## config.mk

```make
export PLATFORM = sky130hd
export DESIGN_NAME = arbitro_rr4_8bits
export DESIGN_NICKNAME = d
export VERILOG_FILES = /design/src/rtl/arbitro_rr4_8bits.sv
export SDC_FILE = /design/constraint.sdc
export NUM_CORES = 1
export LEC_CHECK = 0
export ABC_AREA = 1
export CORE_ASPECT_RATIO = 1.1
export CORE_MARGIN = 1.5
export CORE_UTILIZATION = 40
export CTS_CLUSTER_DIAMETER = 200
export DETAILED_ROUTE_END_ITERATION = 10
export MAX_ROUTING_LAYER = met4
export SYNTH_ARGS = -nofsm -noshare
export SYNTH_HDL_FRONTEND = slang
export SYNTH_SLANG_ARGS = --single-unit
```

## constraint.sdc

```tcl
create_clock -name clk_f -period 2.4 [get_ports clk_f]
set_input_delay 0.36 -clock clk_f [delete_from_list [all_inputs] [get_ports clk_f]]
set_output_delay 0.36 -clock clk_f [all_outputs]
set_load 0.02 [all_outputs]
```

## src/rtl/arbitro_rr4_8bits.sv

```systemverilog
`default_nettype none
// ============================================================================
//  Module   : arbitro_rr4_8bits
//  Purpose  : Merges four lane streams into a single registered output
//             stream. Each lane has a small FIFO, and a round-robin
//             arbiter drains the FIFOs one word per cycle. The output
//             uses a valid/ready handshake. The block also provides
//             per-lane pause outputs and sticky overflow flags.
//  Options  : ARB_FIXED_PRIO_EN - replaces round-robin with fixed
//             priority (lane 0 highest, lane 3 lowest).
//  Revision : 1.0 - initial release
// ============================================================================
module arbitro_rr4_8bits #(
    parameter int DATA_W      = 8,
    parameter int DEPTH       = 4,
    parameter int ALMOST_FULL = 3
) (
    input  logic              clk_f,
    input  logic              reset,
    input  logic [DATA_W-1:0] data_in0,
    input  logic [DATA_W-1:0] data_in1,
    input  logic [DATA_W-1:0] data_in2,
    input  logic [DATA_W-1:0] data_in3,
    input  logic              valid_in0,
    input  logic              valid_in1,
    input  logic              valid_in2,
    input  logic              valid_in3,
    input  logic              ready_out,
    output logic [DATA_W-1:0] data_out,
    output logic              valid_out,
    output logic [1:0]        lane_out,
    output logic              pause0,
    output logic              pause1,
    output logic              pause2,
    output logic              pause3,
    output logic [3:0]        err_ovf
);

    localparam int             AW      = $clog2(DEPTH);
    localparam int             CW      = AW + 1;
    localparam logic [CW-1:0]  C_DEPTH = CW'(DEPTH);
    localparam logic [CW-1:0]  C_AF    = CW'(ALMOST_FULL);

    // Lane inputs gathered into indexable form
    logic [DATA_W-1:0] din_w  [4];
    logic [3:0]        vin_w;

    // Per-lane status and control
    logic [DATA_W-1:0] head_w [4];
    logic [3:0]        nonempty_w;
    logic [3:0]        pop_w;
    logic [3:0]        pause_w;
    logic [3:0]        err_w;

    // Arbitration result
    logic              free_w;
    logic              grant_w;
    logic [1:0]        grant_lane_w;

    // Output stage registers
    logic [DATA_W-1:0] data_q;
    logic              valid_q;
    logic [1:0]        lane_q;

    assign din_w[0] = data_in0;
    assign din_w[1] = data_in1;
    assign din_w[2] = data_in2;
    assign din_w[3] = data_in3;
    assign vin_w    = {valid_in3, valid_in2, valid_in1, valid_in0};

    // ------------------------------------------------------------------
    // Lane FIFOs
    // ------------------------------------------------------------------
    generate
        for (genvar n = 0; n < 4; n++) begin : g_lane
            logic [DATA_W-1:0] mem_q [DEPTH];
            logic [CW-1:0]     count_q;
            logic [CW-1:0]     wr_ptr_q;
            logic [CW-1:0]     rd_ptr_q;
            logic              err_q;
            logic              full_w;
            logic              push_w;

            // Fullness is judged on the count at the start of the cycle,
            // so a same-cycle pop does not make room for a new word.
            assign full_w        = (count_q == C_DEPTH);
            assign push_w        = vin_w[n] && !full_w;
            assign nonempty_w[n] = (count_q != '0);
            assign pause_w[n]    = (count_q >= C_AF);
            assign err_w[n]      = err_q;
            assign head_w[n]     = mem_q[rd_ptr_q[AW-1:0]];

            // Pointers, occupancy and the sticky overflow flag
            always_ff @(posedge clk_f or posedge reset) begin
                if (reset) begin
                    count_q  <= '0;
                    wr_ptr_q <= '0;
                    rd_ptr_q <= '0;
                    err_q    <= 1'b0;
                end else begin
                    if (push_w) begin
                        wr_ptr_q <= wr_ptr_q + CW'(1);
                    end
                    if (pop_w[n]) begin
                        rd_ptr_q <= rd_ptr_q + CW'(1);
                    end
                    case ({push_w, pop_w[n]})
                        2'b10:   count_q <= count_q + CW'(1);
                        2'b01:   count_q <= count_q - CW'(1);
                        default: count_q <= count_q;
                    endcase
                    if (vin_w[n] && full_w) begin
                        err_q <= 1'b1;
                    end
                end
            end

            // Storage array; contents are discarded logically by the
            // pointer/count reset, so the array itself needs no reset.
            always_ff @(posedge clk_f) begin
                if (push_w) begin
                    mem_q[wr_ptr_q[AW-1:0]] <= din_w[n];
                end
            end
        end
    endgenerate

    // ------------------------------------------------------------------
    // Arbitration
    // ------------------------------------------------------------------
    assign free_w = !valid_q || ready_out;

`ifdef ARB_FIXED_PRIO_EN
    // Fixed priority: the lowest-numbered non-empty lane wins
    always_comb begin
        grant_w      = 1'b0;
        grant_lane_w = 2'd0;
        for (int k = 3; k >= 0; k--) begin
            if (nonempty_w[k]) begin
                grant_w      = 1'b1;
                grant_lane_w = 2'(k);
            end
        end
        grant_w = grant_w && free_w;
    end
`else
    logic [1:0] last_q;

    // Round-robin: search from last+1 onward; the descending loop lets
    // the nearest candidate overwrite farther ones.
    always_comb begin
        logic [1:0] idx;
        grant_w      = 1'b0;
        grant_lane_w = 2'd0;
        idx          = 2'd0;
        for (int k = 4; k >= 1; k--) begin
            idx = last_q + 2'(k);
            if (nonempty_w[idx]) begin
                grant_w      = 1'b1;
                grant_lane_w = idx;
            end
        end
        grant_w = grant_w && free_w;
    end

    // Round-robin pointer moves only on a grant
    always_ff @(posedge clk_f or posedge reset) begin
        if (reset) begin
            last_q <= 2'd3;
        end else if (grant_w) begin
            last_q <= grant_lane_w;
        end
    end
`endif

    assign pop_w = grant_w ? (4'b0001 << grant_lane_w) : 4'b0000;

    // ------------------------------------------------------------------
    // Output register: loads the granted head word when free
    // ------------------------------------------------------------------
    always_ff @(posedge clk_f or posedge reset) begin
        if (reset) begin
            data_q  <= '0;
            valid_q <= 1'b0;
            lane_q  <= 2'd0;
        end else if (free_w) begin
            if (grant_w) begin
                data_q  <= head_w[grant_lane_w];
                lane_q  <= grant_lane_w;
                valid_q <= 1'b1;
            end else begin
                valid_q <= 1'b0;
            end
        end
    end

    assign data_out  = data_q;
    assign valid_out = valid_q;
    assign lane_out  = lane_q;
    assign pause0    = pause_w[0];
    assign pause1    = pause_w[1];
    assign pause2    = pause_w[2];
    assign pause3    = pause_w[3];
    assign err_ovf   = err_w;

endmodule
`default_nettype wire

```

==> flow_metrics.env <==
export IMPL_synth_ff_type="edfxtp_1"
export IMPL_grt_busiest_layer="met2"
export IMPL_core_um2=18500
export IMPL_fmax_mhz=376
export IMPL_clkTransAtPathRegs_ns=0.06
export IMPL_clock_path_buffers=2
export IMPL_via_count=5343
export IMPL_routed_wl_mm=16.7
export IMPL_fin_nets=874
export IMPL_synth_seq_cells=173
export IMPL_utilization_pct=52.4
export IMPL_fin_crit_sh_pct=111
export IMPL_worst_path_buf_inv=3
export IMPL_ir_drop_uv=706
export IMPL_hpwl_mm=11.6
export IMPL_worstSetupStartpointType="flop"
export IMPL_regToRegEndpoint="g_lane[3].count_q[2]$_DFFE_PP0P_"
export IMPL_yosysWarnings=0
export IMPL_cts_tree="built"
export IMPL_cp_required_ns=2.70
export IMPL_violations="setup timing"
export IMPL_detail_route_antenna_nets=0
export IMPL_critPathSlowestCell="dfstp_2"
export IMPL_synth_most_common_cell="edfxtp_1"
export IMPL_antenna_found_initial=0
export IMPL_critPathMaxFanout=4
export IMPL_reg2reg_depth=16
export IMPL_p_total_mw=14.3
export IMPL_die_area_um2=19800
export IMPL_fin_hold_ws_ns=0.312
export IMPL_gp_congestion=0.911
export IMPL_maxCapViolations=0
export IMPL_crit_family="simple AND/OR/NAND/NOR gates"
export IMPL_criticalPathCategory="reg2reg"
export IMPL_setup_slack_ns=-0.256
export IMPL_insertion_delay_ns=0.42
export IMPL_antenna_cells=0
export IMPL_grt_pass1_vias=5402
export IMPL_syn_area_um2=7600
export IMPL_p_per_area_nw_per_um2=1480
export IMPL_crit_path_max_incr_delay_ns=0.60
export IMPL_area_growth_pct=27.8
export IMPL_h_tree_depth=4
export IMPL_rsz0062_at_grt="yes"
export IMPL_slew_violations=0
export IMPL_min_path_type="in2async"
export IMPL_dr_pass1_iters=5
export IMPL_leakagePower_nw=3.90
export IMPL_reg2reg_slack_ns=-0.26
export IMPL_outcome="finished, violations left"
export IMPL_cts_hold_buf=0
export IMPL_syn_avg_cell_area_um2=11.2
export IMPL_globalRouteMet3Util_pct=3.77
export IMPL_setup_violations_final=8
export IMPL_avgViaCountPerCell=5.01
export IMPL_synthTopCellsByCount="edfxtp_1 (128), nand2_1 (96), nor2_1 (86)"
export IMPL_syn_inst=678
export IMPL_arrival_ns=2.95
export IMPL_synth_top_cell_area_share_pct=50.5
export IMPL_cts_made_buffers=17
export IMPL_chipWidth_um=134
export IMPL_synth_top_area_cell="edfxtp_1"
export IMPL_die_h_um=148
export IMPL_r2r_start="last_q[0]$_DFFE_PP1N_"
export IMPL_synth_distinct_cells=32
export IMPL_finalHoldViolCount=0
export IMPL_root_buffer="clkbuf_16"
export IMPL_start_util_pct=41.0
export IMPL_synthTopCellsByArea="edfxtp_1 (51%), dfrtp_1 (14%), o21ai_0 (5.2%)"
export IMPL_port_buffers=57
export IMPL_use_met2_pct=28.8
export IMPL_worstMarginPinSlew_ns=0.563
export IMPL_cts_sinks=173
export IMPL_gr_usage_met1_pct=22.1
export IMPL_grt_overflow=0
export IMPL_grt_pass1_wl_mm=26.7
export IMPL_synth_nets=741
export IMPL_pin_count=58
export IMPL_rows=52
export IMPL_crit_chain="buf_4, xnor2_2, nand3_2, nand2_2, nand3_2, nand2_2, nand2_4, inv_6, nand2_4, nor2_4, ha_4, inv_2, fa_2, a21oi_2, o21ai_1, xor2_1"
export IMPL_slew_headroom_pct=62.4
export IMPL_wl_per_cell_um=15.7
export IMPL_layout_drive_gt1_share_pct=21.1
export IMPL_seq_area_frac_synth_pct=65.4
export IMPL_period_needed_ns=2.66
export IMPL_drtIter0Drc=330
export IMPL_synth_edf_count=128
export IMPL_finalClockSkew_ns=0.00940
export IMPL_drc=0
export IMPL_end_kind="flop"
export IMPL_async_flop_share_pct=26.0
export IMPL_grt_usage_pct=17.9
export IMPL_grt_max_degree=24
[worst register-to-register path, stage by stage (launching register included)]
cell and delay, ns:
dfstp_2 0.60, buf_4 0.14, xnor2_2 0.13, nand3_2 0.14
nand2_2 0.09, nand3_2 0.08, nand2_2 0.10, nand2_4 0.08
inv_6 0.06, nand2_4 0.06, nor2_4 0.15, ha_4 0.14
inv_2 0.04, fa_2 0.37, a21oi_2 0.13, o21ai_1 0.08
xor2_1 0.14
[cell families after synthesis]
| group | after synthesis | share of synthesized area (%) |
|---|---|---|
| buf+inv | 97 | 5.31 |
| flops | 173 | 65.4 |
| fa+ha+maj | 24 | 4.34 |
| xor+xnor | 19 | 2.19 |
| compound gates | 126 | 9.03 |
| simple gates | 239 | 13.7 |
[sequential cells by signal (all words and copies together) (netlist names)]
name             cells
lane_out             2
g_lane.count_q      12
g_lane.wr_ptr_q      8
data_out             8
last_q               2
g_lane.rd_ptr_q      8
valid_out            1
g_lane.err_q         4
g_lane.mem_q       128
[cell usage in the layout (no fill, tap or decap), drive strengths merged, types with 4 or more instances in the layout]
cell type,n
clkbuf,25
a21oi,9
clkdlybuf4s50,57
o21ai,80
nand3,38
ha,20
a31o,4
dfrtp,43
clkinv,5
nor2,95
edfxtp,128
nand2,103
o22ai,33
xnor2,5
xor2,14
inv,73
fa,4
buf,80
[per-layer routing]
metal	vias up	wire length, um
met5	-	0
met4	0	429
li1	2578	-
met1	2591	7250
met2	138	8350
met3	36	696
[metrics by stage]
| step | area, um2 | setup TNS [ns] | setup slack (ns) | std cells |
|---|---|---|---|---|
| global placement | 8880 | -0.407 | -0.104 | 1017 |
| finish | 9720 | -1.29 | -0.256 | 1067 |
| floorplan | 7650 | -0.464 | -0.136 | 678 |
| CTS | 9590 | -0.809 | -0.165 | 1058 |
| detailed placement | 8880 | -1.51 | -0.253 | 1017 |
| global route | 9720 | -2.13 | -0.369 | 1067 |
[timing repair]
| action | CTS | global route |
|---|---|---|
| gates cloned | 0 | 0 |
| endpoints found under the setup margin | 8 | 8 |
| gates resized for setup | 29 | 16 |
| buffers inserted | 9 | 9 |
| pin swaps | 19 | 13 |
[worst max-delay path by stage]
stage,start,end,slack (ns),depth (start not counted)
after floorplan,last_q[0]$_DFFE_PP1N_,g_lane[2].count_q[2]$_DFFE_PP0P_,-0.14,17
after global placement,last_q[0]$_DFFE_PP1N_,g_lane[2].count_q[2]$_DFFE_PP0P_,-0.10,16
after detailed placement,last_q[0]$_DFFE_PP1N_,g_lane[0].count_q[2]$_DFFE_PP0P_,-0.25,14
final,last_q[0]$_DFFE_PP1N_,g_lane[3].count_q[2]$_DFFE_PP0P_,-0.26,16
after global routing,last_q[0]$_DFFE_PP1N_,g_lane[3].count_q[2]$_DFFE_PP0P_,-0.37,16
after CTS,last_q[0]$_DFFE_PP1N_,g_lane[2].count_q[2]$_DFFE_PP0P_,-0.16,16
[where the power goes]
| part | switching, mW | internal, mW |
|---|---|---|
| Combinational | 4.30 | 3.00 |
| Clock | 1.04 | 1.45 |
| Sequential | 0.451 | 4.10 |
| Total | 5.80 | 8.55 |
[cell type report]
type                            count  area, um2
Multi-Input combinational cell    408       2430
Clock inverter                      7       68.8
Inverter                           74        294
Clock buffer                       25        465
Timing Repair Buffer              137       1190
Sequential cell                   173       4970
Fill cell                        1606       8820
Tap cell                          243        304
No activity file was read; power rests on OpenSTA's default activity.
